File: src/rtl/ro_trng_ctrl.sv
// ro_trng_ctrl: runs a ring-oscillator array, turns its XOR-combined samples into words and drops stuck words
module ro_trng_ctrl #(
   parameter int NUM_RO        = 8,
   parameter int WARMUP_CYCLES = 256,
   parameter int SAMPLE_DIV    = 16,
   parameter int WORD_W        = 32
) (
   input  logic              clk,
   input  logic              rst_n,
   input  logic              start,
   input  logic              stop,
   output logic [NUM_RO-1:0] ro_en,
   input  logic [NUM_RO-1:0] ro_in,
   output logic [WORD_W-1:0] rnd_data,
   output logic              rnd_valid,
   input  logic              rnd_ready,
   output logic              busy,
   output logic              stuck_err
);
   localparam int WU_W  = (WARMUP_CYCLES > 1) ? $clog2(WARMUP_CYCLES) : 1;
   localparam int DIV_W = (SAMPLE_DIV > 1) ? $clog2(SAMPLE_DIV) : 1;
   localparam int BIT_W = $clog2(WORD_W);
   localparam logic [WU_W-1:0]  WU_LAST  = WU_W'(WARMUP_CYCLES - 1);
   localparam logic [DIV_W-1:0] DIV_LAST = DIV_W'(SAMPLE_DIV - 1);
   localparam logic [BIT_W-1:0] BIT_LAST = BIT_W'(WORD_W - 1);

   typedef enum logic [2:0] {S_IDLE, S_WARMUP, S_SAMPLE, S_CHECK, S_HOLD} state_t;

   state_t            r_state;
   state_t            w_next;
   logic [NUM_RO-1:0] r_sync1;
   logic [NUM_RO-1:0] r_sync2;
   logic [WU_W-1:0]   r_wu_cnt;
   logic [DIV_W-1:0]  r_div;
   logic [BIT_W-1:0]  r_bit_cnt;
   logic [WORD_W-1:0] r_shift;
   logic [WORD_W-1:0] r_data;
   logic              r_valid;
   logic              w_raw;
   logic              w_hs;
   logic              w_tick;
   logic              w_sample;
   logic              w_last_bit;
   logic              w_wu_done;
   logic              w_stuck;
   logic              w_abort;

   assign w_raw      = ^r_sync2;
   assign w_hs       = r_valid & rnd_ready;
   // The handshake cycle in HOLD already counts as the first divider cycle of the next word,
   // so a consumed word is followed by the next one exactly WORD_W*SAMPLE_DIV+1 cycles later.
   assign w_tick     = (r_state == S_SAMPLE) | ((r_state == S_HOLD) & w_hs);
   assign w_sample   = w_tick & (r_div == DIV_LAST);
   assign w_last_bit = w_sample & (r_bit_cnt == BIT_LAST);
   assign w_wu_done  = r_wu_cnt == WU_LAST;
   assign w_stuck    = (r_shift == '0) | (&r_shift);
   assign w_abort    = stop & (r_state != S_IDLE);
   assign rnd_data   = r_data;
   assign rnd_valid  = r_valid;

   // two-flop synchroniser for the asynchronous oscillator outputs
   always_ff @(posedge clk or negedge rst_n) begin
      if (!rst_n) begin
         r_sync1 <= '0;
         r_sync2 <= '0;
      end else begin
         r_sync1 <= ro_in;
         r_sync2 <= r_sync1;
      end
   end

   // state register
   always_ff @(posedge clk or negedge rst_n) begin
      if (!rst_n) r_state <= S_IDLE;
      else        r_state <= w_next;
   end

   // next-state logic; stop overrides everything, including start in IDLE
   always_comb begin
      w_next = r_state;
      case (r_state)
         S_IDLE:   if (start) w_next = S_WARMUP;
         S_WARMUP: if (w_wu_done) w_next = S_SAMPLE;
         S_SAMPLE: if (w_last_bit) w_next = S_CHECK;
         S_CHECK:  w_next = w_stuck ? S_SAMPLE : S_HOLD;
         S_HOLD:   if (w_hs) w_next = S_SAMPLE;
         default:  w_next = S_IDLE;
      endcase
      if (stop) w_next = S_IDLE;
   end

   // state-decoded outputs
   always_comb begin
      busy      = r_state != S_IDLE;
      ro_en     = {NUM_RO{r_state != S_IDLE}};
      stuck_err = (r_state == S_CHECK) & w_stuck & ~stop;
   end

   // warm-up counter, sample divider, bit counter and shift register
   always_ff @(posedge clk or negedge rst_n) begin
      if (!rst_n) begin
         r_wu_cnt  <= '0;
         r_div     <= '0;
         r_bit_cnt <= '0;
         r_shift   <= '0;
      end else if (stop || r_state == S_IDLE) begin
         r_wu_cnt  <= '0;
         r_div     <= '0;
         r_bit_cnt <= '0;
         r_shift   <= '0;
      end else begin
         r_wu_cnt <= (r_state == S_WARMUP && !w_wu_done) ? r_wu_cnt + 1'b1 : '0;
         if (w_tick) r_div <= (r_div == DIV_LAST) ? '0 : r_div + 1'b1;
         if (w_sample) begin
            r_bit_cnt <= w_last_bit ? '0 : r_bit_cnt + 1'b1;
            r_shift   <= {r_shift[WORD_W-2:0], w_raw};
         end
      end
   end

   // output word register and valid flag; an abort wipes the word even mid-handshake
   always_ff @(posedge clk or negedge rst_n) begin
      if (!rst_n) begin
         r_data  <= '0;
         r_valid <= 1'b0;
      end else if (w_abort) begin
         r_data  <= '0;
         r_valid <= 1'b0;
      end else if (r_state == S_CHECK && !w_stuck) begin
         r_data  <= r_shift;
         r_valid <= 1'b1;
      end else if (w_hs) begin
         r_valid <= 1'b0;
      end
   end
endmodule

File: config.mk
export PLATFORM = sky130hd
export DESIGN_NAME = ro_trng_ctrl
export DESIGN_NICKNAME = d
export VERILOG_FILES = /design/src/rtl/ro_trng_ctrl.sv
export SDC_FILE = /design/constraint.sdc
export NUM_CORES = 1
export LEC_CHECK = 0
export CAP_MARGIN = 40
export CORE_MARGIN = 3
export CORE_UTILIZATION = 50
export DETAILED_ROUTE_END_ITERATION = 16
export PLACE_DENSITY = 0.76
export SYNTH_ARGS = -nofsm -noshare
export SYNTH_HDL_FRONTEND = slang
export SYNTH_SLANG_ARGS = --single-unit
File: constraint.sdc
create_clock -name clk -period 1.8 [get_ports clk]
set_input_delay 0.36 -clock clk [delete_from_list [all_inputs] [get_ports clk]]
set_output_delay 0.36 -clock clk [all_outputs]
set_load 0.05 [all_outputs]
=== After elaboration in Yosys (flattened, before gate mapping) ===
Index checks and enable logic that the tools add are counted.

* Word-level logic and storage cells: 70
* Bits in registers: 101

* Mux-type cells: 22
* Reduce and logical (&&, ||, !) cells: 15
* Add/subtract/negate cells: 3
* Bitwise operators: 10
* Equal/unequal tests: 11

{| class="wikitable"
|+ Operator list
! operator !! count
|-
| 32-bit two-way mux || 4
|-
| 32-bit zero test || 1
|-
| 32-bit AND reduction || 1
|-
| 3-bit two-way mux || 6
|-
| 8-bit two-way mux || 2
|-
| 5-bit two-way mux || 3
|-
| 3-bit case mux with 5 select lines || 1
|-
| 4-bit two-way mux || 3
|-
| 3-bit inequality test, second input constant || 4
|-
| 8-bit by 1-bit adder with 8-bit output, second input constant || 1
|-
| 8-bit == test, second input constant || 1
|-
| 8-bit XOR reduction || 1
|-
| 1-bit bitwise AND || 7
|-
| 3-bit by 2-bit == test with 1-bit output, second input constant || 2
|-
| 2-bit nonzero test || 3
|-
| 3-bit nonzero test || 2
|-
| 5-bit by 1-bit adder with 5-bit output, second input constant || 1
|-
| 5-bit == test, second input constant || 1
|-
| 4-bit by 1-bit adder with 4-bit output, second input constant || 1
|-
| 4-bit == test, second input constant || 1
|-
| 4-bit AND reduction || 1
|-
| 3-bit by 1-bit == test with 1-bit output, second input constant || 1
|-
| 3-bit == test, second input constant || 1
|-
| 3-bit zero test || 1
|-
| other kinds (6) || 11
|}

=== Logic depth before layout (Yosys ltp) ===
* Depth after elaboration: 8
* Mapped depth: 7
* Depth with buffers taken out: 6

=== Worst setup path after synthesis ===
Ideal clock, no wire load.

* Kind: flip-flop to output port
* Start: register r_shift[29]
* End: output stuck_err
* Path buffers: 0
* Stages on the path, launching flop included: 5
* Arrival time: 2.125 ns
* Setup slack: -0.685 ns
* Path through: dfrtp_1 > nor4_1 > and4_4 > a22oi_1 > nor3_1

* Longest elaborated chain between the ends: 4
* Elaborated cells on any way between the ends: 5

{| class="wikitable"
|+ RTL lines
! element !! RTL line !! text
|-
| from (decl) || 36 || <nowiki>logic [WORD_W-1:0] r_shift;</nowiki>
|-
| from (signal assigned) || 116 || <nowiki>r_shift <= {r_shift[WORD_W-2:0], w_raw};</nowiki>
|-
| 32-bit zero test or 32-bit AND reduction (tied branches) || 56 || <nowiki>assign w_stuck = (r_shift == '0) | (&r_shift);</nowiki>
|-
| 1-bit bitwise OR * || 56 ||
|-
| 1-bit bitwise AND * (2 in series) || 96 || <nowiki>stuck_err = (r_state == S_CHECK) & w_stuck & ~stop;</nowiki>
|-
| to (decl) || 18 || <nowiki>output logic stuck_err</nowiki>
|}

Every way passes the cells marked *; elsewhere a longest branch is shown, timed or not.

=== Final worst setup path ===
* Start: register r_shift[25]
* End: output stuck_err

The elaborated chain is that of the path after synthesis.

==> flow_metrics.tcl <==
set metrics [dict create \
    status "finished with violations" \
    violations "negative setup slack" \
    min_from "r_sync1[3]" \
    grt_pass1_wl_um 17000 \
    met1Wirelength_um 4870 \
    worstSetupStartpoint "r_shift[25]" \
    port_buffers 55 \
    fin_skew_ps 9.68 \
    finalSetupViolCount 43 \
    wl_per_cell_um 17.2 \
    layout_setup_ws_ps -546 \
    rsz0062_at_grt "yes" \
    arrival_ps 1990 \
    cts_tree "built" \
    drive_gt1_frac 0.317 \
    cp_max_fo 3 \
    ioPinCount 56 \
    syn_area_per_cell_sq_um 10.1 \
    drc 0 \
    ys_seq_area_frac 0.560 \
    chipWidth_um 101 \
    power.density_mw_per_mm2 692 \
    clock_latency_ps 380 \
    synth_edf_count 0 \
    post-route-util 0.722 \
    cts.sinks 101 \
    fin_setup_tns_ps -5190 \
    dieHeight_um 101 \
    ys_types 42 \
    detail-route-antenna-nets 0 \
    grt_pass1_vias 3576 \
    cts_buffer_depth 2 \
    stdcell_area_sq_mm 0.00630 \
    ir_drop_mv 0.408 \
    viasPerCell 5.56 \
    critPathKind "reg2out" \
    yosysWarnings 0 \
    min_path_type "reg2reg" \
    dieArea_sq_mm 0.0102 \
    layout.nets 586 \
    drv_cap 0 \
    async_flop_share 1.00 \
    synth_fp_nets 463 \
    cts-htree-levels 3 \
    initial_core_util 0.517 \
    clkTransAtPathRegs_ps 110 \
    start_kind "flip-flop" \
    grt_max_degree 43 \
    dpl.hpwl_um 6510 \
    postPlaceCellArea_sq_mm 0.00545 \
    rows 34 \
    leakage_nw 2.76 \
    worstSetupEndpointType "output pin" \
    reg2regPathDepth 8 \
    routed-wl-met3_um 634 \
    grt_use_total 0.212 \
    dr_wl_met2_um 6000 \
    max_freq_mhz 426 \
    n_antenna_cell 0 \
    r2r_start "r_shift[25]" \
    firstDrtPassIters 5 \
    globalRouteOverflowTotal 0 \
    maxSlewViolCount 0 \
    cts_made_buffers 9 \
    root_buffer "clkbuf_8" \
    core-area_sq_mm 0.00872 \
    antenna_found_initial 0 \
    r2r_slack_ps -190 \
    drtIter0Drc 335 \
    gp_congestion 0.791 \
    period_share 1.30 \
    area.growth.synth_to_final_pct 39.7 \
    synthesis.area_sq_mm 0.00451 \
    worstPathRequired_ps 1440 \
    totalWireLength_um 11800 \
    synth_flop_cell "dfrtp_1" \
    highest_layer "met4" \
    period_needed_ps 2350 \
    p_total_mw 4.36 \
    slew-limit-headroom 0.620 \
    r2r_end "rnd_data[5]" \
    worst_pin_slew_ps 570 \
    min_to "r_sync2[3]" \
    synth_seq_cells 101 \
    hold_viol 0 \
    netlist_instances 446 \
    hold_depth 0 \
    vias 3794 \
]
[registers in the layout, indices dropped and copies added (netlist names), 3 cells and up]
register   cells
r_shift       32
rnd_data      32
r_sync1        8
r_sync2        8
r_wu_cnt       8
r_bit_cnt      5
r_div          4
r_state        3
[where the power goes]
part | internal (mW) | leakage, nW | switching, mW
Clock | 0.539 | 0.0951 | 0.881
Sequential | 2.29 | 1.37 | 0.0145
Combinational | 0.256 | 1.30 | 0.376
Total | 3.09 | 2.76 | 1.27
[logic make-up after synthesis]
family	Yosys count	synth area share
AND/OR/NAND/NOR	205	0.207
buffers and inverters	36	0.0477
flip-flops	101	0.560
multiplexers	33	0.0733
XOR/XNOR	15	0.0291
adder cells (fa/ha/maj)	4	0.0111
AO/OA/AOI/OAI	52	0.0713
[stage by stage]
step	worst slack (ps)	hold slack, ps	instances
floorplan	-101	64.4	446
global placement	-165	335	634
detailed placement	-171	335	634
CTS	-468	359	664
global route	-528	363	682
finish	-546	357	682
[layout make-up]
type	count	area (sq um)
inverters	3	11.3
clock inverters	7	70.1
fillers	603	2420
repair buffers	145	1550
clock buffers	9	124
multi-input cells	309	1870
well taps	108	135
flip-flops and latches	101	2530
[worst max-delay path, stage by stage (launching register included)]
cell	delay, ps
dfrtp_1	420
nor4_1	400
and4_4	310
a22oi_2	100
nor3_4	200
buf_12	170
[synth_stat cells (2+ instances only)]
master	instances	area share
a21oi_1	38	0.042
a31oi_1	2	0.0028
a41oi_1	2	0.0039
and4_4	2	0.0050
and4b_1	2	0.0044
buf_2	16	0.018
buf_4	8	0.013
buf_6	4	0.010
clkbuf_1	5	0.0042
dfrtp_1	101	0.56
ha_1	4	0.011
inv_1	3	0.0025
mux2i_1	33	0.073
nand2_1	139	0.12
nand2b_1	2	0.0028
nand3_1	6	0.0067
nand3b_1	3	0.0050
nand4_1	8	0.011
nor2_1	17	0.014
nor3_1	5	0.0055
nor4_1	9	0.012
nor4_4	2	0.0094
or3_1	3	0.0042
xnor2_1	12	0.023
xor2_1	3	0.0058
[how the worst max path moves through the flow]
stage / endpoint / slack [ps] / depth (start not counted)
2_1_floorplan: stuck_err / -100 / 4
3_3_place_gp: r_bit_cnt[3] / -160 / 5
3_5_place_dp: r_bit_cnt[3] / -170 / 5
4_1_cts: stuck_err / -470 / 5
5_1_grt: stuck_err / -530 / 6
6_report: stuck_err / -550 / 5
[what timing repair did]
item | CTS | global route
setup buffers | 10 | 14
hold buffers | 1 | 0
cloned | 3 | 8
gates resized for setup | 29 | 36
pin swaps | 7 | 9
hold endpoints to repair | 35 | 0
endpoints found under the setup margin | 23 | 82
[cell usage in the layout, fill, tap and decap left out, types with 7 or more instances in the layout]
cell | synthesis | routed
nand2_1 | 139 | 134
dfrtp_1 | 101 | 97
buf_4 | 8 | 90
a21oi_1 | 38 | 34
mux2i_1 | 33 | 33
nor2_1 | 17 | 17
xnor2_1 | 12 | 12
buf_6 | 4 | 12
buf_12 | 0 | 12
clkdlybuf4s50_1 | 0 | 11
buf_8 | 0 | 10
clkbuf_8 | 0 | 9
nand4_1 | 8 | 8
clkbuf_16 | 0 | 7
[layer usage]
metal	vias up	global-route usage
met4	0	0.0808
met1	1855	0.270
li1	1754	-
met3	29	0.0394
met5	-	0
met2	156	0.359
Power figures use the tool's default switching activity.
